==> config.mk <==
export PLATFORM = sky130hd
export DESIGN_NAME = dram_arbiter
export DESIGN_NICKNAME = d
export VERILOG_FILES = /design/src/rtl/dram_arbiter.sv
export SDC_FILE = /design/constraint.sdc
export NUM_CORES = 1
export LEC_CHECK = 0
export CORE_AREA = 3 3 120 122
export DETAILED_ROUTE_END_ITERATION = 12
export DIE_AREA = 0 0 123 125
export HOLD_SLACK_MARGIN = 0.03
export PLACE_DENSITY = 0.69
export SYNTH_ARGS = -nofsm -noshare
export SYNTH_HDL_FRONTEND = slang
export SYNTH_SLANG_ARGS = --single-unit
==> constraint.sdc <==
create_clock -name clk -period 5.2 [get_ports clk]
set_input_delay 0.52 -clock clk [delete_from_list [all_inputs] [get_ports clk]]
set_output_delay 0.52 -clock clk [all_outputs]
set_load 0.02 [all_outputs]
==> src/rtl/dram_arbiter.sv <==
// Two-port arbiter/sequencer in front of the single-port data-memory block RAM.
// Define DRAM_ARB_RR_EN for round-robin arbitration; the default is fixed priority with port 0 first.
module dram_arbiter #(
  parameter int DEPTH_WORDS = 4096,
  parameter int MAX_LOCK    = 16
) (
  input  logic        clk,
  input  logic        rst_n,
  input  logic        req0,
  input  logic        req1,
  input  logic        we0,
  input  logic        we1,
  input  logic [1:0]  ba0,
  input  logic [1:0]  ba1,
  input  logic [31:0] addr0,
  input  logic [31:0] addr1,
  input  logic [31:0] wdata0,
  input  logic [31:0] wdata1,
  input  logic        lock1,
  output logic        gnt0,
  output logic        gnt1,
  output logic        rvalid0,
  output logic        rvalid1,
  output logic [31:0] rdata0,
  output logic [31:0] rdata1,
  output logic        err0,
  output logic        err1,
  output logic        mem_write,
  output logic [1:0]  mem_ba,
  output logic [31:0] mem_addr,
  output logic [31:0] mem_wdata,
  input  logic [31:0] mem_rdata
);

  localparam int          CW         = $clog2(MAX_LOCK + 1);
  localparam logic [32:0] ADDR_LIMIT = 33'(4 * DEPTH_WORDS);

  typedef enum logic [1:0] {
    BA_WORD  = 2'b00,
    BA_BYTE  = 2'b01,
    BA_HALF  = 2'b10,
    BA_WORD3 = 2'b11
  } ba_e;

  logic          lock_active, lock_next;
  logic [CW-1:0] lock_cnt, cnt_next, cnt_inc;
  logic          any_gnt, acc_err, sel_we;
  logic [31:0]   hold0, hold1;
`ifdef DRAM_ARB_RR_EN
  logic          rr_last;
`endif

  function automatic logic access_err(input logic [1:0] ba, input logic [31:0] addr);
    logic misaligned;
    case (ba_e'(ba))
      BA_BYTE: misaligned = 1'b0;
      BA_HALF: misaligned = addr[0];
      default: misaligned = (addr[1:0] != 2'b00);
    endcase
    return misaligned || ({1'b0, addr} >= ADDR_LIMIT);
  endfunction

  // A live lock pre-empts the normal policy until its grant budget is spent.
  always_comb begin
    // NOTE: every output gets a default first so no path can infer a latch.
    gnt0 = 1'b0;
    gnt1 = 1'b0;
    if (lock_active && req1 && (lock_cnt < CW'(MAX_LOCK))) gnt1 = 1'b1;
`ifdef DRAM_ARB_RR_EN
    else if (req0 && req1) begin
      if (rr_last) gnt0 = 1'b1;
      else         gnt1 = 1'b1;
    end
`endif
    else if (req0) gnt0 = 1'b1;
    else if (req1) gnt1 = 1'b1;
  end

  always_comb begin
    sel_we    = 1'b0;
    mem_ba    = 2'b00;
    mem_addr  = 32'd0;
    mem_wdata = 32'd0;
    if (gnt0) begin
      sel_we = we0; mem_ba = ba0; mem_addr = addr0; mem_wdata = wdata0;
    end else if (gnt1) begin
      sel_we = we1; mem_ba = ba1; mem_addr = addr1; mem_wdata = wdata1;
    end
  end

  assign any_gnt   = gnt0 | gnt1;
  assign acc_err   = any_gnt && access_err(mem_ba, mem_addr);
  assign mem_write = sel_we & any_gnt & ~acc_err;

  // Reaching the budget releases the lock and restarts the count from zero.
  always_comb begin
    lock_next = 1'b0;
    cnt_next  = '0;
    cnt_inc   = lock_cnt + CW'(1);
    if (gnt1 && lock1 && (cnt_inc < CW'(MAX_LOCK))) begin
      lock_next = 1'b1;
      cnt_next  = cnt_inc;
    end
  end

  always_ff @(posedge clk or negedge rst_n) begin
    if (!rst_n) begin
      lock_active <= 1'b0;
      lock_cnt    <= '0;
      rvalid0     <= 1'b0;
      rvalid1     <= 1'b0;
      err0        <= 1'b0;
      err1        <= 1'b0;
      hold0       <= 32'd0;
      hold1       <= 32'd0;
    end else begin
      // NOTE: non-blocking so every flop samples the pre-edge values.
      lock_active <= lock_next;
      lock_cnt    <= cnt_next;
      rvalid0     <= gnt0 && !sel_we && !acc_err;
      rvalid1     <= gnt1 && !sel_we && !acc_err;
      err0        <= gnt0 && acc_err;
      err1        <= gnt1 && acc_err;
      if (rvalid0) hold0 <= mem_rdata;
      if (rvalid1) hold1 <= mem_rdata;
    end
  end

`ifdef DRAM_ARB_RR_EN
  always_ff @(posedge clk or negedge rst_n) begin
    if (!rst_n)       rr_last <= 1'b0;
    else if (any_gnt) rr_last <= gnt1;
  end
`endif

  // RAM data is only present in the rvalid cycle, so it bypasses the hold register then.
  assign rdata0 = rvalid0 ? mem_rdata : hold0;
  assign rdata1 = rvalid1 ? mem_rdata : hold1;

endmodule
After elaboration in Yosys (flattened, before gate mapping)
Index checks and enable logic that the tools add are counted.
Storage, ports and cells
  register bits: 74
  latch bits: 0
  RAM bits: 0
  memory bits (read-only): 0
  input bits: 171
  memories kept: 0
Cells by class
  add/subtract/negate cells: 1
  multiply operators: 0
  div/mod/pow operators: 0
  order comparisons: 3
  equal/unequal tests: 2
  shift operators: 0
  multiplexer cells: 18
  bitwise gates (word level): 4
  reductions and logical operators: 15
Operators by type and width (number)
  $mux 32: 6
  $ge 32x15->1 const B: 1
  $logic_and 1x1->1: 11
  $lt 5x5->1 const B: 2
  $mux 1: 8
  $add 5x1->5 const B: 1
  $mux 5: 1
  $mux 2: 2
  $and 1x1->1: 2
  $eq 2x1->1 const B: 1
  $eq 2x2->1 const B: 1
  $logic_not 1->1: 2
  $pmux 1 s2: 1
  $reduce_bool 2->1: 1
  $logic_or 1x1->1: 1
  $not 1->1: 1
  $or 1x1->1: 1

Longest topological paths before layout
Gate-level depths: netlist of run 1.
  depth after elaboration: 11
  gate-level depth with buffers: 10
  gate-level depth less buffers: 8

Worst setup path after synthesis of run 1
Ideal clock, no wire load.
  path type: input to output
  from: in req1
  to: out mem_write
  arrival: 2817 ps
  setup slack: 1863 ps
  cell stages on the path: 10
  path through: nand3b_1 > and2_1 > clkbuf_1 > buf_2 > a22o_1 > ha_1 > o21ai_0 > nand4_1 > or4_4 > a2111oi_4
On the way
  longest elaborated chain between the ends: 11
  elaborated cells between the ends (all ways): 23
  classes of those cells: order compare: 1; eq/ne: 2; mux: 11; bitwise: 4; reduce/logical: 5
Ends and longest elaborated chain
  from (decl): RTL line 10  | input logic req1,
  $mux 1 or $logic_and 1x1->1 (tied branches): RTL line 76, 68
  $mux 1 or $logic_and 1x1->1 (tied branches): RTL line 75, 68
  $mux 1: RTL line 68  | if (lock_active && req1 && (lock_cnt < CW'(MAX_LOCK))) gnt1 = 1'b1;
  $mux 2: RTL line 86  | end else if (gnt1) begin
  $mux 2 *: RTL line 84  | if (gnt0) begin
  named net mem_ba[1]: RTL line 29  | output logic [1:0] mem_ba,
  $eq 2x2->1 or $eq 2x1->1 (tied branches): RTL line 55  | case (ba_e'(ba))
  $pmux 1 s2 *: RTL line 55
  $logic_or 1x1->1 *: RTL line 60  | return misaligned || ({1'b0, addr} >= ADDR_LIMIT);
  $logic_and 1x1->1 *: RTL line 92  | assign acc_err = any_gnt && access_err(mem_ba, mem_addr);
  $not 1->1 *: RTL line 93  | assign mem_write = sel_we & any_gnt & ~acc_err;
  $and 1x1->1 *: RTL line 93
  to (decl): RTL line 28  | output logic mem_write,
Mark *: on every way through the listed nets, which the timed path passes. The rest lies on a longest branch.

Worst setup path in the final report of run 1
  from: in req0
  to: out mem_write
On the way
  longest elaborated chain between the ends: 10
  elaborated cells between the ends (all ways): 21
  classes of those cells: order compare: 1; eq/ne: 2; mux: 11; bitwise: 4; reduce/logical: 3
Ends and longest elaborated chain
  from (decl): RTL line 9  | input logic req0,
  branches (longest 9 deep; another with $ge 32x15->1)
  $and 1x1->1 *: RTL line 93
Mark *: on every way between the ends.

==> results of run 1 <==
-- per-layer routing --
layer / up-vias / global-route usage, %
li1: 1647 / -
met1: 1760 / 19.9
met2: 184 / 35.9
met3: 24 / 6.05
met4: 0 / 7.43
met5: - / 0
-- state kept, by name (all words and copies together), names as in the netlist --
| register | flops |
|---|---|
| lock_active | 1 |
| rvalid0 | 1 |
| err0 | 1 |
| hold1 | 32 |
| rvalid1 | 1 |
| hold0 | 32 |
| err1 | 1 |
| lock_cnt | 5 |
-- cells by family (layout without fill, tap and decap cells) --
kind of cell / count (synthesis) / count (layout) / synth area share, %
buffers and inverters: 26 / 330 / 2.82
flip-flops: 74 / 74 / 52.1
other: 1 / 1 / 0.105
XOR/XNOR: 3 / 3 / 0.739
AO/OA/AOI/OAI: 75 / 75 / 18.7
adder cells (fa/ha/maj): 2 / 2 / 0.704
AND/OR/NAND/NOR: 27 / 27 / 4.61
multiplexers: 64 / 64 / 20.3
-- cell usage after synthesis, types with 2 or more instances --
cell,count
a22o_1,63
a22oi_1,2
buf_1,8
buf_2,2
clkbuf_1,13
dfrtp_1,74
ha_1,2
inv_1,3
mux2_2,64
nand2b_1,2
nand3_1,3
nand4_1,2
nor2_1,4
nor4_1,7
o21ai_0,2
or4_1,2
xor2_1,2
-- how the worst min path moves through the flow --
stage / end / slack, ns / depth (start not counted)
global route: hold0[2]$_DFF_PN0_ / 0.24 / 1
detailed placement: lock_cnt[0]$_DFF_PN0_ / 0.46 / 1
floorplan: err0$_DFF_PN0_ / 0.22 / 0
CTS: hold0[29]$_DFF_PN0_ / 0.20 / 1
global placement: lock_cnt[0]$_DFF_PN0_ / 0.45 / 1
finish: hold0[2]$_DFF_PN0_ / 0.20 / 1
-- layout by cell type, fill, tap and decap left out, drive strengths merged, types with 3 or more instances in the layout --
| cell | n |
|---|---|
| nand3 | 3 |
| dfrtp | 74 |
| clkdlybuf4s50 | 306 |
| buf | 6 |
| mux2 | 64 |
| nor2 | 4 |
| clkbuf | 11 |
| nor4 | 7 |
| or4 | 3 |
| a22o | 64 |
| inv | 3 |
-- area by class of cell --
| type | count | area share (%) |
|---|---|---|
| multi-input combinational | 172 | 22.7 |
| inverter | 3 | 0.158 |
| clock buffer | 11 | 3.56 |
| tap | 176 | 3.10 |
| clock inverter | 4 | 0.722 |
| sequential | 74 | 26.1 |
| timing repair buffer | 312 | 43.7 |
-- metrics by stage --
| step | instances | worst slack [ns] |
|---|---|---|
| 2_1_floorplan | 272 | 1.86 |
| 5_1_grt | 752 | 0.518 |
| 6_report | 752 | 0.700 |
| 3_5_place_dp | 737 | 0.708 |
| 4_1_cts | 752 | 0.701 |
| 3_3_place_gp | 737 | 0.810 |
-- report_power, final --
group | leakage, nW | switching (mW) | internal (mW) | total, mW
Clock | 0.148 | 0.223 | 0.394 | 0.618
Sequential | 0.962 | 0.0147 | 0.637 | 0.652
Combinational | 1.83 | 0.301 | 0.366 | 0.667
Total | 2.94 | 0.539 | 1.40 | 1.94
-- worst max-delay path, delay by kind of cell --
kind                     cells  cell delay (ns)
adder cells (fa/ha/maj)      1             0.34
AO/OA/AOI/OAI                3             0.69
buffers and inverters        2             1.27
AND/OR/NAND/NOR              3             1.17
==> metrics.txt, run 1 <==
worst rel slew slack=53.9%; top routing layer in use=met4; outcome=finished clean; Post-synth top flop=dfrtp_1; RSZ-0062 raised after global routing=false; CP Max Fanout=29; area of the multi-input gates=0.00162 mm^2; PortBufs=307; Worst EP required=4.68 ns; actual transition at the worst max-transition pin=0.691 ns; number of buffers created by CTS=9; Fin. Hold Viols=0; R2R depth=8; Critical Path End=mem_write; Yosys top cell area share=52.1%; routed wire length per instance=20.4 um; Final Instance Area=0.00711 mm^2; fin util=53.5%; worst vdd ir=0.176 mV; Crit-path slowest cell=clkdlybuf4s50_1; worst r2r src=lock_cnt[4]$_DFF_PN0_; Post-DP HPWL=12.3 mm; initial core utilization=26.7%; antenna cells=0; Setup violations, final=0; layout cells sized above 1=15.8%; drt drc=0; met2 WL=8.24 mm; root buffer cell=clkbuf_16; cells along the critical path=clkdlybuf4s50_1 > and2_2 > a22oi_1 > ha_1 > o21ai_0 > nand4_1 > or4_4 > a2111oi_4 > clkdlybuf4s50_1; vias=3,615; wire length on met1=5.31 mm; min-delay worst type=primary input to asynchronous set/reset pin; CP Data Arrival Time=3.98 ns; vias per cell=4.81; async set or reset register ratio after synthesis=100%; register area=0.00185 mm^2; TritonCTS Sinks=74; row cnt=42; drt first pass iters=4; Routed Antenna Nets=0; origin of the worst setup path=req0; Min Hold Slack=0.202 ns; R2R Path End=err0$_DFF_PN0_; Leakage=2.94 nW; vias in the first global route=4,033; Min Clock Period, post-route=4.50 ns; CTS tree=yes; max-cap violations=0; Synth Warn #=0; Crit path top cell by count=clkdlybuf4s50_1; met3 WL=1.28 mm; Nets=745; Resized cells post-CTS=0; I/O Pins=308; chip height=125 um; Design Power=1.94 mW; Layout Area Growth over Synthesis=100%; Post-synth EDFFs=0; Final TNS setup=0 ns; clk slew on worst S/H paths=0.06 ns; Mapped Nets=445; die area=0.0154 mm^2; synth top area cells=dfrtp_1, mux2_2, a22o_1, clkbuf_1, nor4_1; sequential area share after synthesis=52.1%; R2R Setup Slk=2.48 ns; Clock Latency Late Sink=0.33 ns; largest net degree at the start of global routing=68; fillers=1,157; WL final=15.3 mm; core area=0.0133 mm^2; top cell type by total area after synthesis=dfrtp_1; Setup crit start kind=primary input; Cells after Synth=272; post-synthesis cell area=0.00355 mm^2; grt ovf=0; die width=123 um; Crit. End Element=output pin; Clock Path Buffers=2; Final Slew Violations=0; Fmax achieved=0.222 GHz; Final period util=86.5%; clk_skew=0.00592 ns; Synth cell types=34; CP peak stage delay=0.69 ns; Mapped Avg Cell Area=13.1 um^2; first-pass GRT wire length=22.7 mm; H-tree levels=3; CTS Hold Buffers Added=0; Yosys reg bits=74; Overall Global Routing Usage=19.3%; postcts setup bufs=0; Pwr Density=272 mW/mm^2; GPL Wtd Cong=0.829; DR iter-0 viols=110; Placed Area=0.00680 mm^2; initial antenna violation count=0; critical path type=primary input to output pin
Note: power is estimated with default switching activity, not from simulation.
==> inputs of run 2 (changes only) <==
MAX_ROUTING_LAYER = met4   (was unset)
==> run 2 against run 1 <==
Against the previous run:
- combinational power hardly changed
- register-to-register slack hardly changed
- non-clock buffer count stayed put
- die area stayed put
- clock power hardly changed
- worst hold slack worse by 0.0013 ns
- count of clock-buffer cells in the layout stayed put
- global-route usage is 0.57 points higher
- critical path type unchanged
- largest power group unchanged
==> metrics.txt, run 2 (synthesized netlist as in run 1, its figures left out) <==
outcome=finished clean (unchanged); Clock Path Buffers=2 (unchanged); R2R depth=8 (unchanged); antenna cells=0 (unchanged); worst vdd ir=0.176 mV (about the same); RSZ-0062 raised after global routing=false (unchanged); number of buffers created by CTS=9 (unchanged); Routed Antenna Nets=0 (unchanged); Post-DP HPWL=12.3 mm (unchanged); Fmax achieved=0.224 GHz (was 0.222 GHz); root buffer cell=clkbuf_16 (unchanged); Resized cells post-CTS=0 (unchanged); PortBufs=307 (unchanged); fillers=1,157 (unchanged); initial antenna violation count=0 (unchanged); Crit path top cell by count=clkdlybuf4s50_1 (unchanged); CP Max Fanout=29 (unchanged); Design Power=1.93 mW (was 1.94 mW); Post-Layout Cell Count=752 (unchanged); row cnt=42 (unchanged); CTS tree=yes (unchanged); Setup crit start kind=primary input (unchanged); Placed Area=0.00680 mm^2 (unchanged); Final Slew Violations=0 (unchanged); top flop regs=hold0 x32, hold1 x32, lock_cnt x5 (unchanged); actual transition at the worst max-transition pin=0.681 ns (was 0.691 ns); CP Data Arrival Time=3.95 ns (was 3.98 ns); Clock Latency Late Sink=0.33 ns (about the same); vias in the first global route=4,059 (was 4,033); die area=0.0154 mm^2 (unchanged); Min Clock Period, post-route=4.47 ns (was 4.50 ns); Overall Global Routing Usage=19.9% (was 19.3%); most frequent cells in the layout=clkdlybuf4s50_1, dfrtp_1, mux2_2 (unchanged); initial core utilization=26.7% (unchanged); Leakage=2.94 nW (unchanged); Pwr Density=272 mW/mm^2 (about the same); TritonCTS Sinks=74 (unchanged); max-cap violations=0 (unchanged); Worst EP required=4.68 ns (about the same); largest net degree at the start of global routing=68 (unchanged); H-tree levels=3 (unchanged); min-delay worst type=primary input to asynchronous set/reset pin (unchanged); Final period util=85.9% (was 86.5%); Nets=745 (unchanged); core area=0.0133 mm^2 (unchanged); Final TNS setup=0 ns (unchanged); vias per cell=4.79 (was 4.81); GPL Wtd Cong=0.841 (was 0.829); cells along the critical path=clkdlybuf4s50_1 > and2_2 > a22oi_1 > ha_1 > o21ai_0 > nand4_1 > or4_4 > a2111oi_4 > clkdlybuf4s50_1 (unchanged); layout cells sized above 1=15.8% (unchanged); Fin. Hold Viols=0 (unchanged); CTS Hold Buffers Added=0 (unchanged); Final Instance Area=0.00711 mm^2 (unchanged); postcts setup bufs=0 (unchanged); drt drc=0 (unchanged); DR iter-0 viols=126 (was 110); clk slew on worst S/H paths=0.06 ns (about the same); Crit path buffers/inverters=2 (unchanged); WP depth=9 (unchanged); critical path type=primary input to output pin (unchanged); family with the most delay on the worst path=buffers and inverters (unchanged); placed cells=737 (unchanged); first-pass GRT wire length=22.6 mm (was 22.7 mm); Layout Area Growth over Synthesis=100% (unchanged); worst rel slew slack=54.6% (was 53.9%); chip height=125 um (unchanged); clk_skew=0.00502 ns (was 0.00592 ns); Crit. End Element=output pin (unchanged); vias=3,601 (was 3,615); CP peak stage delay=0.68 ns (was 0.69 ns); fin util=53.5% (unchanged); Setup violations, final=0 (unchanged); drt first pass iters=4 (unchanged); grt ovf=0 (unchanged); WL final=15.3 mm (about the same); I/O Pins=308 (unchanged); most common cell after layout, fill and taps aside=clkdlybuf4s50_1 (unchanged); die width=123 um (unchanged); Crit-path slowest cell=clkdlybuf4s50_1 (unchanged); routed wire length per instance=20.4 um (about the same)
[run 2: cell counts in the layout (fill, tap and decap cells not counted)]
No cell type changed its count.
[run 2: power by group]
| part | internal [mW] | total [mW] | switching (mW) | leakage [nW] |
|---|---|---|---|---|
| registers | 0.637 | 0.652 | 0.0146 | 0.962 |
| clock network | 0.394 | 0.616 | 0.221 | 0.148 |
| logic | 0.366 | 0.666 | 0.300 | 1.83 |
| total | 1.40 | 1.93 | 0.537 | 2.94 |
[run 2: final cells by class]
type | instances | area, um^2 | share of cell area, %
sequential | 74 | 1850 | 26.1
clock inverter | 4 | 51.3 | 0.722
tap | 176 | 220 | 3.10
inverter | 3 | 11.3 | 0.158
multi-input combinational | 172 | 1620 | 22.7
clock buffer | 11 | 253 | 3.56
timing repair buffer | 312 | 3110 | 43.7
[run 2: stage by stage]
step                setup WS, ns  hold slack (ns)
floorplan                   1.86            0.224
global placement           0.810            0.447
detailed placement         0.708            0.459
CTS                        0.701            0.203
global route               0.515            0.243
finish                     0.734            0.201
[run 2: path summary, 6_finish.rpt]
| check | start | to | slack [ns] |
|---|---|---|---|
| setup / recovery | req0 | mem_write | 0.73 |
| hold / removal | rst_n | hold0[29]$_DFF_PN0_ | 0.20 |
| setup reg to reg | lock_cnt[4]$_DFF_PN0_ | err0$_DFF_PN0_ | 2.49 |
| hold reg to reg | lock_cnt[0]$_DFF_PN0_ | lock_cnt[0]$_DFF_PN0_ | 0.47 |
| max in group asynchronous | rst_n | rvalid1$_DFF_PN0_ | 3.96 |
| min in group clk | lock_cnt[0]$_DFF_PN0_ | lock_cnt[0]$_DFF_PN0_ | 0.47 |
[run 2: routing by layer]
layer	GRT usage (%)	share of wire (%)	vias up
met5	-	0	-
met4	7.43	3.4	0
met3	5.47	8.3	32
met2	36.0	54	201
met1	20.2	34	1722
li1	-	-	1646
